**src/rtl/prog_counter.sv**
```systemverilog
// Programmable wrap counter with load, clear and one-shot/free-run FSM.
// Define PROG_COUNTER_MID_PULSE_EN to add the o_mid half-period strobe.
module prog_counter #(
  parameter int COUNTER_WIDTH = 8
) (
  input  logic                     CLK,
  input  logic                     RST,
  input  logic                     i_count_enable,
  input  logic                     i_start,
  input  logic                     i_clear,
  input  logic                     i_load,
  input  logic [COUNTER_WIDTH-1:0] i_load_value,
  input  logic [COUNTER_WIDTH-1:0] i_terminal,
  input  logic                     i_oneshot,
  output logic [COUNTER_WIDTH-1:0] o_count,
  output logic                     o_overflow,
`ifdef PROG_COUNTER_MID_PULSE_EN
  output logic                     o_mid,
`endif
  output logic                     o_busy
);

  localparam int W = COUNTER_WIDTH;

  typedef enum logic {
    IDLE = 1'b0,
    RUN  = 1'b1
  } state_t;

  state_t         state;
  logic           wrap;
  logic           inc_en;
  logic [W-1:0]   count_inc;

  assign wrap      = (o_count == i_terminal) || (&o_count);
  assign inc_en    = (state == RUN) && i_count_enable;
  assign count_inc = o_count + 1'b1;

`ifdef PROG_COUNTER_MID_PULSE_EN
  logic [W:0]   term_p1;
  logic [W-1:0] mid_val;
  logic         mid_hit;

  // Half period computed one bit wider so i_terminal=all-ones does not wrap.
  assign term_p1 = {1'b0, i_terminal} + 1'b1;
  assign mid_val = term_p1[W:1];
  assign mid_hit = inc_en && !i_load && !wrap
                && (i_terminal != '0)
                && (count_inc == mid_val);

  always_ff @(posedge CLK) begin
    if (!RST) begin
      o_mid <= 1'b0;
    end else if (i_clear) begin
      o_mid <= 1'b0;
    end else begin
      o_mid <= mid_hit;
    end
  end
`endif

  always_ff @(posedge CLK) begin
    if (!RST) begin
      state      <= IDLE;
      o_count    <= '0;
      o_overflow <= 1'b0;
      o_busy     <= 1'b0;
    end else if (i_clear) begin
      state      <= IDLE;
      o_count    <= '0;
      o_overflow <= 1'b0;
      o_busy     <= 1'b0;
    end else begin
      o_overflow <= 1'b0;
      if (i_load) begin
        o_count <= i_load_value;
      end else if (inc_en) begin
        if (wrap) begin
          o_count    <= '0;
          o_overflow <= 1'b1;
        end else begin
          o_count <= count_inc;
        end
      end
      unique case (state)
        IDLE: begin
          if (i_start) begin
            state  <= RUN;
            o_busy <= 1'b1;
          end
        end
        RUN: begin
          // A load wins over the wrap, so it also blocks the one-shot stop.
          if (!i_load && inc_en && wrap && i_oneshot) begin
            state  <= IDLE;
            o_busy <= 1'b0;
          end
        end
        default: begin
          state  <= IDLE;
          o_busy <= 1'b0;
        end
      endcase
    end
  end

endmodule

```
**config.mk**
```make
export PLATFORM = sky130hd
export DESIGN_NAME = prog_counter
export DESIGN_NICKNAME = d
export VERILOG_FILES = /design/src/rtl/prog_counter.sv
export SDC_FILE = /design/constraint.sdc
export NUM_CORES = 1
export LEC_CHECK = 0
export ABC_AREA = 0
export CAP_MARGIN = 20
export CORE_MARGIN = 2
export CORE_UTILIZATION = 44
export CTS_CLUSTER_DIAMETER = 60
export DETAILED_ROUTE_END_ITERATION = 16
export PLACE_DENSITY = 0.86
export SKIP_CTS_REPAIR_TIMING = 1
export SLEW_MARGIN = 40
export SYNTH_ARGS = -nofsm -noshare
export SYNTH_HDL_FRONTEND = slang
export SYNTH_SLANG_ARGS = --single-unit
```
**constraint.sdc**
```tcl
create_clock -name CLK -period 2.5 [get_ports CLK]
set_input_delay 0.75 -clock CLK [delete_from_list [all_inputs] [get_ports CLK]]
set_output_delay 0.75 -clock CLK [all_outputs]
set_load 0.01 [all_outputs]
```
==> out/results.ini <==
[layout]
register_area_um2 = 220
n_antenna_cell = 0
multiInputGateArea_um2 = 514
fin_nets = 153
syn_to_final_growth_pct = 46.6
num-fill-cells = 143
drive_above_1_share = 0.109

[place]
place_hpwl_um = 1590
io_buffers = 32
place.gp.congestion = 0.787

[yosys]
yosys_warnings = 0
async_reset_ff_frac = 0
syn_area_um2 = 764
synth_edf_count = 0
synth-seq-cells = 11
synthTopCellsByCount = 11 x a21oi_1, 11 x dfxtp_1, 11 x nand2_1
yosysUniqueCellTypes = 28
synthTopCellsByArea = dfxtp_1 29%, xor2_1 8.0%, a21oi_1 7.2%
synth-adder-area-share = 0.0164
synth_cells = 94
postSynthAreaPerCell_um2 = 8.13
synth_top_family_by_area = simple AND/OR/NAND/NOR gates
synth_xor_area_frac = 0.134
ys_seq_area_frac = 0.288
ys.flop_type = dfxtp_1
syn-num-nets = 118
synth_top_area_share = 0.288
muxShareOfSynthArea = 0
synth_compound_area_frac = 0.226
synthSimpleGateAreaFrac = 0.296
synth_top_cell_by_area = dfxtp_1

[clocking]
clock_latency_ps = 270
cts.sinks = 11
cts_max_path_buffers = 2
cts_tree = yes
cts_htree_levels = 1
cts_buffers = 3
clk_pin_slew_ps = 70
clockRootBuffer = clkbuf_4

[status]
status = finished, final reports clean

[detailed_routing]
route.detailed.drc = 0
drt_wl_total_um = 2020
wire_per_inst_um = 13.9
drt-pass1-iter-count = 5
drt-initial-drc-count = 13
drt-vias-per-instance = 5.65
antenna_left = 0
vias = 819

[min_path]
worstHoldPathCells = 2
hp-class = flip-flop to flip-flop

[critical_path]
crit_cells = 1
worst-setup-path-type = flip-flop to output pin
cpMaxStageDelayCell = clkdlybuf4s50_1
crit_path_cell_trace = clkdlybuf4s50_1
rrSetupSlack_ps = 880
path_buf_inv = 1
crit_path_max_fanout = 8
startpoint_type = flip-flop
cp_top_family = buffers and inverters
end_kind = output pin
slowest_delay_ps = 600
arrival_ps = 1370
timing.reg2reg.worst_path_depth = 6
critPathRequiredTime_ps = 1750

[timing]
fmax_ghz = 0.473
tns_ps = 0
final_hold_viol_count = 0
slew_headroom = 0.695
holdWs_ps = 554
rsz0062_at_grt = no
finClkSkew_ps = 0.978
setup_violations = 0
tightest_slew_ps = 456
finalCriticalPeriod_ps = 2120
drv_slew = 0
fin_crit_sh = 0.846

[die]
io_pins = 33
dieArea_mm2 = 0.00209
coreArea_mm2 = 0.00167
fp-row-count = 15
fp.dieH_um = 45.7
die_x_um = 45.7
start_util = 0.458

[pwr]
p_leak_uw = 0.000407
vdd_ir_drop_max_v = 0.000398
powerDensity_mw_per_mm2 = 376

[global_routing]
first_global_vias = 765
grt_pass1_wl_um = 3150
gr-total-overflow = 0
antenna_found_initial = 0
grt_max_degree = 14
track_usage = 0.208

[run]
cap_violations = 0

## layout by cell type (no fill, tap or decap), drive strengths merged
cell type and instances:
o41ai 1, nor2 9, a21oi 12, nand2 11, xor2 9, ha 1, dfxtp 11, nor2b 2
nor3b 1, buf 2, nor4 3, a41oi 1, clkdlybuf4s50 32, a211oi 3, nand2b 1, nand4 2
inv 1, and2 1, nor3 4, nand3 6, xnor2 1, o21ai 10, clkbuf 4
## cell families after synthesis
group / Yosys count
AO/OA/AOI/OAI: 27
XOR/XNOR: 10
adder cells (fa/ha/maj): 1
buffers and inverters: 5
flip-flops: 11
AND/OR/NAND/NOR: 40
## routing by layer
metal  part of all wire  up-vias  track usage
li1                   -      402            -
met1               0.42      373        0.238
met2               0.51       40        0.392
met3              0.057        4       0.0317
met4              0.010        0       0.0529
met5                  0        -            0
## through the flow
stage | cells | setup slack [ps] | area [um2] | utilization | power (uW)
final | 145 | 384 | 1120 | 0.671 | 422
after global routing | 145 | 326 | 1120 | 0.671 | 438
after CTS | 145 | 384 | 1120 | 0.671 | 423
after detailed placement | 141 | 180 | 1090 | 0.655 | 301
after global placement | 141 | 198 | 1090 | 0.655 | 297
after floorplan | 94 | 709 | 764 | - | 243
## worst register-to-register path, delay by kind of cell (launching register included)
kind                   cells  cell delay (ps)
AO/OA/AOI/OAI              2              260
flip-flops                 1              300
XOR/XNOR                   1              200
buffers and inverters      1              170
AND/OR/NAND/NOR            2              580
## registers in the layout, summed over array words and instances, names as in the netlist
signal      flops
o_busy          1
o_count         8
o_overflow      1
state           1
## report_power, final
group | switching (uW) | internal (uW)
Clock | 63.0 | 61.9
Sequential | 9.92 | 182
Combinational | 45.3 | 59.8
## worst paths after layout
check                to        from
max          o_count[2]  o_count[2]
min              o_busy      o_busy
max reg2reg       state  o_count[3]
min reg2reg      o_busy      o_busy
## layout make-up
cell class              instances  area share
inverters                       1     0.00335
multi-input cells              78       0.459
clock buffers                   4      0.0234
well taps                      17      0.0190
repair buffers                 34       0.299
flip-flops and latches         11       0.196
(Power assumes the default switching activity.)
